$ cat config.mk
export PLATFORM = sky130hd
export DESIGN_NAME = board_render_flat
export DESIGN_NICKNAME = d
export VERILOG_FILES = /design/src/rtl/board_render_if.sv /design/src/rtl/board_render.sv /design/src/flat_wrapper.sv
export SDC_FILE = /design/constraint.sdc
export NUM_CORES = 2
export LEC_CHECK = 0
export BUFFER_PORTS_ARGS = -buffer_cell sky130_fd_sc_hd__buf_2
export CAP_MARGIN = 25
export CORE_MARGIN = 2
export CORE_UTILIZATION = 40
export CTS_BUF_LIST = sky130_fd_sc_hd__clkbuf_16
export CTS_CLUSTER_SIZE = 14
export DETAILED_ROUTE_END_ITERATION = 7
export GPL_TIMING_DRIVEN = 0
export HOLD_SLACK_MARGIN = 0.06
export PLACE_DENSITY = 0.65
export REMOVE_ABC_BUFFERS = 1
export SLEW_MARGIN = 25
export SYNTH_ARGS = -nofsm -noshare
export SYNTH_HDL_FRONTEND = slang
export SYNTH_SLANG_ARGS = --single-unit
$ cat constraint.sdc
create_clock -name clk -period 17.26 [get_ports clk]
set_input_delay 3.452 -clock clk [delete_from_list [all_inputs] [get_ports clk]]
set_output_delay 3.452 -clock clk [all_outputs]
set_load 0.005 [all_outputs]
$ cat src/rtl/board_render_if.sv
// vga_if: VGA timing bundle shared by vga_timing, board_render and draw.
// src drives the bundle, snk consumes it.
interface vga_if;
    logic [10:0] hcount;
    logic [10:0] vcount;
    logic        hsync;
    logic        vsync;
    logic        hblnk;
    logic        vblnk;

    modport src (
        output hcount,
        output vcount,
        output hsync,
        output vsync,
        output hblnk,
        output vblnk
    );

    modport snk (
        input hcount,
        input vcount,
        input hsync,
        input vsync,
        input hblnk,
        input vblnk
    );
endinterface

$ cat src/rtl/board_render.sv
// board_render: snake board RAM scanned in step with vga_timing.
// Ports:
//   clk, rst        pixel clock, async active-low reset
//   vga_in/vga_out  timing bundle in, same bundle delayed 3 cycles
//   rgb             board colour aligned with vga_out
//   wr_en/x/y/cell  cell write from game logic
//   busy            high while the board is being cleared
module board_render #(
    parameter int CELL_SIZE = 32,
    parameter int BOARD_W   = 32,
    parameter int BOARD_H   = 24,
    localparam int XW = (BOARD_W > 1) ? $clog2(BOARD_W) : 1,
    localparam int YW = (BOARD_H > 1) ? $clog2(BOARD_H) : 1
) (
    input  logic          clk,
    input  logic          rst,
    vga_if.snk            vga_in,
    vga_if.src            vga_out,
    output logic [11:0]   rgb,
    input  logic          wr_en,
    input  logic [XW-1:0] wr_x,
    input  logic [YW-1:0] wr_y,
    input  logic [2:0]    wr_cell,
    output logic          busy
);

    localparam int N  = BOARD_W * BOARD_H;
    localparam int AW = (N > 1) ? $clog2(N) : 1;
    localparam int OW = (CELL_SIZE > 1) ? $clog2(CELL_SIZE) : 1;
    // cell counters run on through blanking up to the largest hcount
    localparam int CW = $clog2(2048 / CELL_SIZE + 1);

    localparam logic [OW-1:0] OMAX = OW'(CELL_SIZE - 1);
    localparam logic [CW-1:0] BW_C = CW'(BOARD_W);
    localparam logic [CW-1:0] BH_C = CW'(BOARD_H);
    localparam logic [AW-1:0] LAST = AW'(N - 1);

    typedef struct packed {
        logic [10:0] hcount;
        logic [10:0] vcount;
        logic        hsync;
        logic        vsync;
        logic        hblnk;
        logic        vblnk;
    } vga_t;

    typedef enum logic [0:0] {
        CLEAR,
        RUN
    } state_t;

    state_t        state_q;
    state_t        state_d;
    logic [AW-1:0] clr_q;
    logic [AW-1:0] clr_d;

    logic [OW-1:0] ox_q;
    logic [OW-1:0] oy_q;
    logic [CW-1:0] cx_q;
    logic [CW-1:0] cy_q;
    logic [OW-1:0] cur_ox;
    logic [OW-1:0] cur_oy;
    logic [CW-1:0] cur_cx;
    logic [CW-1:0] cur_cy;

    vga_t          vin_c;
    logic          in_board_c;
    logic          grid_c;
    logic [AW-1:0] addr_c;

    logic          we_c;
    logic [AW-1:0] wa_c;
    logic [2:0]    wd_c;
    logic          in_range;

    logic [AW-1:0] s1_addr;
    logic          s1_inb;
    logic          s1_grid;
    logic          s1_clr;
    vga_t          s1_vga;

    logic [2:0]    rd_q;
    logic          s2_inb;
    logic          s2_grid;
    logic          s2_clr;
    vga_t          s2_vga;

    vga_t          s3_vga;
    logic [2:0]    code_c;
    logic [11:0]   rgb_c;

    logic [2:0]    mem [N];

    function automatic logic [11:0] cell_rgb(
        input logic [2:0] code,
        input logic       grid
    );
        logic [11:0] c;
        c = 12'h000;
        unique case (code)
            3'd0: c = grid ? 12'h222 : 12'h111;
            3'd1: c = 12'h888;
            3'd2: c = 12'hF00;
            3'd3: c = 12'h0F0;
            3'd4: c = 12'h0A0;
            3'd5: c = 12'h00F;
            3'd6: c = 12'h00A;
            3'd7: c = 12'hF0F;
        endcase
        return c;
    endfunction

    assign busy = (state_q == CLEAR);

    assign vin_c.hcount = vga_in.hcount;
    assign vin_c.vcount = vga_in.vcount;
    assign vin_c.hsync  = vga_in.hsync;
    assign vin_c.vsync  = vga_in.vsync;
    assign vin_c.hblnk  = vga_in.hblnk;
    assign vin_c.vblnk  = vga_in.vblnk;

    always_comb begin
        state_d = state_q;
        clr_d   = clr_q;
        unique case (state_q)
            CLEAR: begin
                clr_d = clr_q + AW'(1);
                if (clr_q == LAST) begin
                    state_d = RUN;
                    clr_d   = '0;
                end
            end
            RUN: begin
                state_d = RUN;
            end
            default: begin
                state_d = CLEAR;
                clr_d   = '0;
            end
        endcase
    end

    // The registered counters describe the previous pixel; these are
    // the counters for the pixel currently on vga_in.
    always_comb begin
        cur_ox = ox_q;
        cur_cx = cx_q;
        cur_oy = oy_q;
        cur_cy = cy_q;
        if (vga_in.hcount == '0) begin
            cur_ox = '0;
            cur_cx = '0;
            if (vga_in.vcount == '0) begin
                cur_oy = '0;
                cur_cy = '0;
            end else if (oy_q == OMAX) begin
                cur_oy = '0;
                cur_cy = cy_q + CW'(1);
            end else begin
                cur_oy = oy_q + OW'(1);
            end
        end else if (ox_q == OMAX) begin
            cur_ox = '0;
            cur_cx = cx_q + CW'(1);
        end else begin
            cur_ox = ox_q + OW'(1);
        end
    end

    assign in_board_c = (cur_cx < BW_C)
                     && (cur_cy < BH_C)
                     && !vga_in.hblnk
                     && !vga_in.vblnk;

    assign grid_c = (cur_ox == '0) || (cur_oy == '0);

    assign addr_c = AW'(32'(cur_cy) * 32'(BOARD_W)
                      + 32'(cur_cx));

    assign in_range = (32'(wr_x) < 32'(BOARD_W))
                   && (32'(wr_y) < 32'(BOARD_H));

    always_comb begin
        we_c = 1'b0;
        wa_c = '0;
        wd_c = '0;
        if (state_q == CLEAR) begin
            we_c = 1'b1;
            wa_c = clr_q;
        end else if (wr_en && in_range) begin
            we_c = 1'b1;
            wa_c = AW'(32'(wr_y) * 32'(BOARD_W)
                       + 32'(wr_x));
            wd_c = wr_cell;
        end
    end

    // Board RAM, read-first. Not reset: the clear sweep initialises it.
    always_ff @(posedge clk) begin
        if (we_c) begin
            mem[wa_c] <= wd_c;
        end
        rd_q <= mem[s1_addr];
    end

    // While clearing, stale RAM contents must not reach the screen.
    assign code_c = s2_clr ? 3'd0 : rd_q;

    always_comb begin
        rgb_c = 12'h000;
        if (s2_inb) begin
            rgb_c = cell_rgb(code_c, s2_grid);
        end
    end

    always_ff @(posedge clk or negedge rst) begin
        if (!rst) begin
            state_q <= CLEAR;
            clr_q   <= '0;
            ox_q    <= '0;
            oy_q    <= '0;
            cx_q    <= '0;
            cy_q    <= '0;
            s1_addr <= '0;
            s1_inb  <= 1'b0;
            s1_grid <= 1'b0;
            s1_clr  <= 1'b0;
            s1_vga  <= '0;
            s2_inb  <= 1'b0;
            s2_grid <= 1'b0;
            s2_clr  <= 1'b0;
            s2_vga  <= '0;
            s3_vga  <= '0;
            rgb     <= 12'h000;
        end else begin
            state_q <= state_d;
            clr_q   <= clr_d;
            ox_q    <= cur_ox;
            oy_q    <= cur_oy;
            cx_q    <= cur_cx;
            cy_q    <= cur_cy;
            s1_addr <= in_board_c ? addr_c : '0;
            s1_inb  <= in_board_c;
            s1_grid <= grid_c;
            s1_clr  <= (state_q == CLEAR);
            s1_vga  <= vin_c;
            s2_inb  <= s1_inb;
            s2_grid <= s1_grid;
            s2_clr  <= s1_clr;
            s2_vga  <= s1_vga;
            s3_vga  <= s2_vga;
            rgb     <= rgb_c;
        end
    end

    assign vga_out.hcount = s3_vga.hcount;
    assign vga_out.vcount = s3_vga.vcount;
    assign vga_out.hsync  = s3_vga.hsync;
    assign vga_out.vsync  = s3_vga.vsync;
    assign vga_out.hblnk  = s3_vga.hblnk;
    assign vga_out.vblnk  = s3_vga.vblnk;

endmodule

$ cat src/flat_wrapper.sv
// flat-port wrapper written by rule: the top's interface ports become plain ports
module board_render_flat 
#(
    parameter int CELL_SIZE = 32,
    parameter int BOARD_W   = 32,
    parameter int BOARD_H   = 24,
    localparam int XW = (BOARD_W > 1) ? $clog2(BOARD_W) : 1,
    localparam int YW = (BOARD_H > 1) ? $clog2(BOARD_H) : 1
)
  (clk, rst, rgb, wr_en, wr_x, wr_y, wr_cell, busy, vga_in_hcount, vga_in_vcount, vga_in_hsync, vga_in_vsync, vga_in_hblnk, vga_in_vblnk, vga_out_hcount, vga_out_vcount, vga_out_hsync, vga_out_vsync, vga_out_hblnk, vga_out_vblnk);
  vga_if vga_in_i ();
  vga_if vga_out_i ();
  input  logic clk;
  input  logic rst;
  output logic [11:0] rgb;
  input  logic wr_en;
  input  logic [XW-1:0] wr_x;
  input  logic [YW-1:0] wr_y;
  input  logic [2:0] wr_cell;
  output logic busy;
  input wire logic [$bits(vga_in_i.hcount)-1:0] vga_in_hcount;
  input wire logic [$bits(vga_in_i.vcount)-1:0] vga_in_vcount;
  input wire logic [$bits(vga_in_i.hsync)-1:0] vga_in_hsync;
  input wire logic [$bits(vga_in_i.vsync)-1:0] vga_in_vsync;
  input wire logic [$bits(vga_in_i.hblnk)-1:0] vga_in_hblnk;
  input wire logic [$bits(vga_in_i.vblnk)-1:0] vga_in_vblnk;
  output wire logic [$bits(vga_out_i.hcount)-1:0] vga_out_hcount;
  output wire logic [$bits(vga_out_i.vcount)-1:0] vga_out_vcount;
  output wire logic [$bits(vga_out_i.hsync)-1:0] vga_out_hsync;
  output wire logic [$bits(vga_out_i.vsync)-1:0] vga_out_vsync;
  output wire logic [$bits(vga_out_i.hblnk)-1:0] vga_out_hblnk;
  output wire logic [$bits(vga_out_i.vblnk)-1:0] vga_out_vblnk;
  assign vga_in_i.hcount = vga_in_hcount;
  assign vga_in_i.vcount = vga_in_vcount;
  assign vga_in_i.hsync = vga_in_hsync;
  assign vga_in_i.vsync = vga_in_vsync;
  assign vga_in_i.hblnk = vga_in_hblnk;
  assign vga_in_i.vblnk = vga_in_vblnk;
  assign vga_out_hcount = vga_out_i.hcount;
  assign vga_out_vcount = vga_out_i.vcount;
  assign vga_out_hsync = vga_out_i.hsync;
  assign vga_out_vsync = vga_out_i.vsync;
  assign vga_out_hblnk = vga_out_i.hblnk;
  assign vga_out_vblnk = vga_out_i.vblnk;
  board_render #(.CELL_SIZE(CELL_SIZE), .BOARD_W(BOARD_W), .BOARD_H(BOARD_H)) u_core (.clk(clk), .rst(rst), .vga_in(vga_in_i), .vga_out(vga_out_i), .rgb(rgb), .wr_en(wr_en), .wr_x(wr_x), .wr_y(wr_y), .wr_cell(wr_cell), .busy(busy));
endmodule
# Word-level counts from Yosys, hierarchy flattened
# Memory sizes are Yosys's and may differ from the RTL's. A register that Yosys moved wholly into a read port is not among the register bits.
# Index checks and enable logic that the tools add are counted.
[classes]
n_lt_le_gt_ge = 3
reduce_logical = 12
eq_ne = 10
bitwise_logic = 1
add_sub_neg = 7
n_mux = 26
[op_table]
columns = ["operator", "n"]
rows = [
  ["case mux 12 bit (8 select lines)", 1],
  ["two-way mux 10 bit", 5],
  ["two-way mux 7 bit", 5],
  ["two-way mux 5 bit", 5],
  ["zero test 11 bit", 2],
  ["adder 7 x 1 -> 7 bit, second input constant", 2],
  ["equality test 3 bit, second input constant", 4],
  ["two-way mux 12 bit", 1],
  ["adder 10 x 1 -> 10 bit, second input constant", 1],
  ["adder 10 x 5 -> 10 bit", 1],
  ["adder 10 x 7 -> 10 bit", 1],
  ["adder 5 x 1 -> 5 bit, second input constant", 2],
  ["equality test 10 bit, second input constant", 1],
  ["equality test 5 bit, second input constant", 2],
  ["zero test 5 bit", 2],
  ["two-way mux 3 bit", 3],
  ["less-than comparator 7 x 5 -> 1 bit, second input constant", 1],
  ["less-than comparator 7 x 6 -> 1 bit, second input constant", 1],
  ["equality test 3 x 2 -> 1 bit, second input constant", 2],
  ["less-than comparator 5 bit, second input constant", 1],
  ["two-way mux 1 bit", 5],
  ["logical AND 1 bit", 4],
  ["equality test 3 x 1 -> 1 bit, second input constant", 1],
  ["zero test 3 bit", 1],
  ["other kinds (4)", 5],
]
[totals]
ramBits = 2304
ff_bits = 141
output_inout_bits = 39
n_memories = 1
word_cells = 92
[memory_table]
columns = ["name", "depth", "word_bits", "rd", "rd_clocked_by_memory_dff", "write_ports", "line_no", "rtl"]
rows = [
  ["u_core.mem", 768, 3, 1, 1, 1, "board_render.sv:92", "logic [2:0] mem [N];"],
]

# Longest topological paths before layout
[depth]
depth_word = 9
depth_mapped = 15
depth_no_buf = 12

# Worst setup path after synthesis
# Ideal clock, no wire load.
[synth_timing]
path_type = "input port to flip-flop"
startpoint = "input port wr_y[3]"
endpoint = "memory u_core.mem[0][0] (data pin)"
n_path_buf = 2
cell_stages = 5
setup_ps = 2202
slack_ps = 1271
t_arrival_ps = 13788
cell_sequence = "nand2_1 and3_1 clkbuf_1 clkbuf_1 and2_1"
[synth_via]
elab_chain_cells = 4
[synth_lines]
columns = ["element", "line_no", "rtl"]
rows = [
  ["start, declared", "flat_wrapper.sv:18", "input logic [YW-1:0] wr_y;"],
  ["less-than comparator 5 bit", "board_render.sv:181", "&& (32'(wr_y) < 32'(BOARD_H));"],
  ["logical AND 1 bit", "board_render.sv:190", "end else if (wr_en && in_range) begin"],
  ["two-way mux 3 bit", "board_render.sv:190", ""],
  ["two-way mux 3 bit", "board_render.sv:187", "if (state_q == CLEAR) begin"],
  ["named net u_core.wd_c[0]", "board_render.sv:73", "logic [2:0] wd_c;"],
  ["end, declared", "board_render.sv:92", ""],
]
# The timed path passes the listed nets, and every way through them passes these cells.

==> results.json <==
{
  "die-area_um2": 246000,
  "ys_types": 65,
  "area_growth_pct": 14.0,
  "cts_buffers": 233,
  "dp_slack_ps": 10160,
  "synth_fa_ha_area_share_pct": 0.137,
  "final_util_pct": 45.8,
  "r2r_end": "u_core.rd_q[1]",
  "holdCritStartpoint": "u_core.s1_vga[1]",
  "root_buffer": "clkbuf_16",
  "vias": 50790,
  "antenna_found_initial": 7,
  "synthMuxAreaShare_pct": 14.4,
  "grt_use_total_pct": 20.2,
  "tritoncts": "done",
  "worstMarginPinSlew_ps": 1090,
  "syn_area_um2": 96700,
  "grt_pass1_wl_um": 361000,
  "fin_nets": 5318,
  "cp_common_cell": "buf_12",
  "htree_levels": 4,
  "status": "complete, no violations",
  "period_needed_ps": 6230,
  "cp_max_fo": 34,
  "ff2ff_path_depth": 13,
  "cts.clk_slew.worst_paths_ps": 60,
  "clock-sinks": 2448,
  "final-hold-violation-count": 0,
  "clock_skew_ps": 32.2,
  "endpoint_kind": "flip-flop",
  "reg2reg_setup_slack_ps": 11030,
  "max_freq_ghz": 0.161,
  "fin_crit_sh_pct": 36.1,
  "ioPinCount": 81,
  "initial_core_util_pct": 40.2,
  "ant_nets": 0,
  "syn_avg_cell_area_um2": 18.7,
  "async_flop_share_pct": 5.76,
  "crit_required_ps": 17900,
  "dieHeight_um": 496,
  "ir_worst_vdd_v": 0.000115,
  "syn_inst": 5176,
  "slowest_stage": "dfrtp_4",
  "cap_violations": 0,
  "min_path_cells": 0,
  "clk_latency_ps": 860,
  "rows": 180,
  "synth_top_family_by_area": "multiplexers",
  "grt_pass1_vias": 51023,
  "routed_wl_um": 251000,
  "finalSetupViolations": 0,
  "drv_slew": 0,
  "synth_compound_area_share_pct": 3.01,
  "postCtsSetupRepairBufs": 0,
  "die_width_um": 496,
  "worstHoldPathType": "reg -> reg",
  "synthFlopType": "edfxtp_1",
  "via_per_inst": 5.87,
  "whs_ps": 342,
  "critPathArrivalTime_ps": 6870,
  "synth-xor-area-share_pct": 0.227,
  "drc": 0,
  "yosysSeqAreaShare_pct": 75.3,
  "fillCellCount": 19903,
  "yosysWarnings": 0,
  "postCtsHoldBufs": 0,
  "holdPathEnd": "u_core.s2_vga[1]",
  "slew_headroom_pct": 26.5,
  "grt_max_degree": 96,
  "hpwlAfterDp_um": 156000,
  "port_buffers": 80,
  "core_um2": 241000,
  "gr-total-overflow": 0,
  "critPathLaunchType": "flip-flop",
  "cts_resized": 0,
  "design_area_um2": 110000,
  "finalWorstSetupSlack_ps": 11030,
  "powerDensity_nw_per_um2": 106,
  "ys_ff_latch": 2448,
  "synth-simple-area-share_pct": 5.12,
  "placed_cell_area_um2": 103000,
  "power_leakage_nw": 27.9,
  "rsz0062_at_grt": "false",
  "reg2reg_from": "u_core.s1_addr[0]",
  "worst-setup-path-type": "reg -> reg",
  "gp_congestion": 0.794,
  "synth_edf_count": 2304,
  "final_layout_size_suffix_gt1_share_pct": 21.8,
  "dr.pass1.iters": 6,
  "cp_slowest_stage_delay_ps": 870,
  "crit_chain": "buf_16 -> buf_12 -> buf_16 -> buf_12 -> buf_16 -> buf_12 -> buf_12 -> buf_12 -> mux4_2 -> mux4_2 -> mux4_2 -> o32ai_1 -> nand3_1",
  "routedWlPerCell_um": 29.1,
  "clk_path_buf_depth": 3,
  "drt_iter0_markers": 6619
}
## registers in the layout, summed over array words and instances, names as in the netlist, 3 cells and up
name and count:
u_core.vga_out.hcount 11, u_core.s1_vga 26, u_core.s2_vga 26, u_core.mem 2304, u_core.clr_q 10, u_core.cx_q 7
u_core.ox_q 5, u_core.cy_q 7, u_core.s1_addr 10, u_core.vga_out.vcount 11, u_core.rd_q 3, u_core.rgb 12
u_core.oy_q 5
## worst max path at each step
stage | from | endpoint | slack, ps
4_1_cts | u_core.s1_addr[0] | u_core.rd_q[1] | 10990
3_3_place_gp | u_core.s1_addr[0] | u_core.rd_q[0] | -19780
2_1_floorplan | u_core.s1_addr[0] | u_core.rd_q[2] | -7740
6_report | u_core.s1_addr[0] | u_core.rd_q[1] | 11030
3_5_place_dp | wr_y[3] | u_core.mem[665][1] | 10160
5_1_grt | u_core.s1_addr[0] | u_core.rd_q[1] | 10820
## stage by stage
| step | power, mW | cells | TNS (ps) |
|---|---|---|---|
| after floorplan | 6.93 | 4814 | -22490 |
| after global placement | 7.16 | 8079 | - |
| after detailed placement | 7.02 | 8216 | 0 |
| after CTS | 11.8 | 8643 | 0 |
| after global routing | 12.0 | 8643 | 0 |
| final | 11.7 | 8647 | 0 |
## cells in the final DEF, fill, tap and decap left out, types with 13 or more instances in the layout
master        n
mux4_2      546
nor2_1      843
a22o_1       20
o22ai_1      45
nand4_1      17
mux2i_1     147
nand2_2      24
inv_1        73
clkbuf_16   237
nand3_1      33
nor3_1       28
buf_12       67
o21ai_0      40
a21oi_1      63
nand2_1      94
a22oi_1     104
dfrtp_1     133
nand2_4      32
nor2b_1      18
buf_2        82
clkinv_1     56
xor2_1       13
clkinv_2     42
o221ai_1     34
edfxtp_1   2304
a31oi_1      18
buf_16       66
nand3b_1     13
## final cells by class
cell class              instances  area, µm²  share of cell area [%]
diodes                          4       10.0                 0.00908
multi-input cells            2350      22600                    20.5
well taps                    3185       3990                    3.62
clock buffers                 237       5930                    5.38
clock inverters               190       1230                    1.12
flip-flops and latches       2448      72800                    66.1
inverters                      16       67.6                  0.0613
repair buffers                217       3600                    3.27
## per-layer routing
layer	vias to the layer above	part of all wire, %	global-route usage (%)
li1	20857	-	-
met1	26868	39	28.0
met2	2655	48	32.2
met3	408	9.2	3.59
met4	2	3.7	7.40
met5	-	0.0036	0
## synth_stat cells (6+ instances only)
| library cell | instances | share of area (%) |
|---|---|---|
| clkbuf_1 | 195 | 0.76 |
| a31oi_1 | 18 | 0.12 |
| a22o_1 | 20 | 0.18 |
| o211ai_1 | 8 | 0.062 |
| ha_1 | 9 | 0.12 |
| nor4_1 | 14 | 0.091 |
| buf_4 | 34 | 0.26 |
| a21oi_1 | 66 | 0.34 |
| nor3_1 | 30 | 0.16 |
| dfrtp_1 | 141 | 3.6 |
| a211oi_1 | 8 | 0.062 |
| o22ai_1 | 45 | 0.29 |
| mux2_2 | 12 | 0.14 |
| and2_1 | 12 | 0.078 |
| inv_1 | 16 | 0.062 |
| or3b_2 | 6 | 0.054 |
| a22oi_1 | 104 | 0.81 |
| nand4_1 | 17 | 0.11 |
| mux2i_1 | 147 | 1.5 |
| nand2b_1 | 13 | 0.084 |
| and3_1 | 13 | 0.084 |
| nor2b_1 | 23 | 0.15 |
| o21ai_0 | 40 | 0.21 |
| buf_6 | 23 | 0.27 |
| nor2_1 | 851 | 3.3 |
| nand3_1 | 33 | 0.17 |
| nand2_1 | 150 | 0.58 |
| buf_1 | 62 | 0.24 |
| nand3b_1 | 13 | 0.10 |
| mux4_2 | 546 | 13 |
| xnor2_1 | 12 | 0.11 |
| a21boi_0 | 6 | 0.047 |
| a221oi_1 | 6 | 0.054 |
| buf_2 | 48 | 0.25 |
| or3_1 | 6 | 0.039 |
| edfxtp_1 | 2304 | 72 |
| o221ai_1 | 34 | 0.31 |
| a2111oi_0 | 9 | 0.082 |
| xor2_1 | 13 | 0.12 |
## worst max-delay path: cells and delay by family (launching register included)
kind | cells | cell delay (ps)
AOI/OAI and AO/OA | 1 | 850
and+or+nand+nor | 1 | 360
muxes | 3 | 1630
DFF | 1 | 870
buffers and inverters | 8 | 2110
## logic make-up (layout without fill, tap and decap cells)
family,Yosys count,count (layout)
AOI/OAI and AO/OA,414,414
xor gates and xnor gates,25,25
adders and majority gates,10,10
buffers and inverters,378,660
DFF,2448,2448
muxes,705,705
other,0,4
and+or+nand+nor,1196,1196
## where the power goes
group	internal, mW	switching, mW
registers	6.42	0.0321
clock network	2.64	2.18
logic	0.177	0.268
Power figures use the tool's default switching activity.
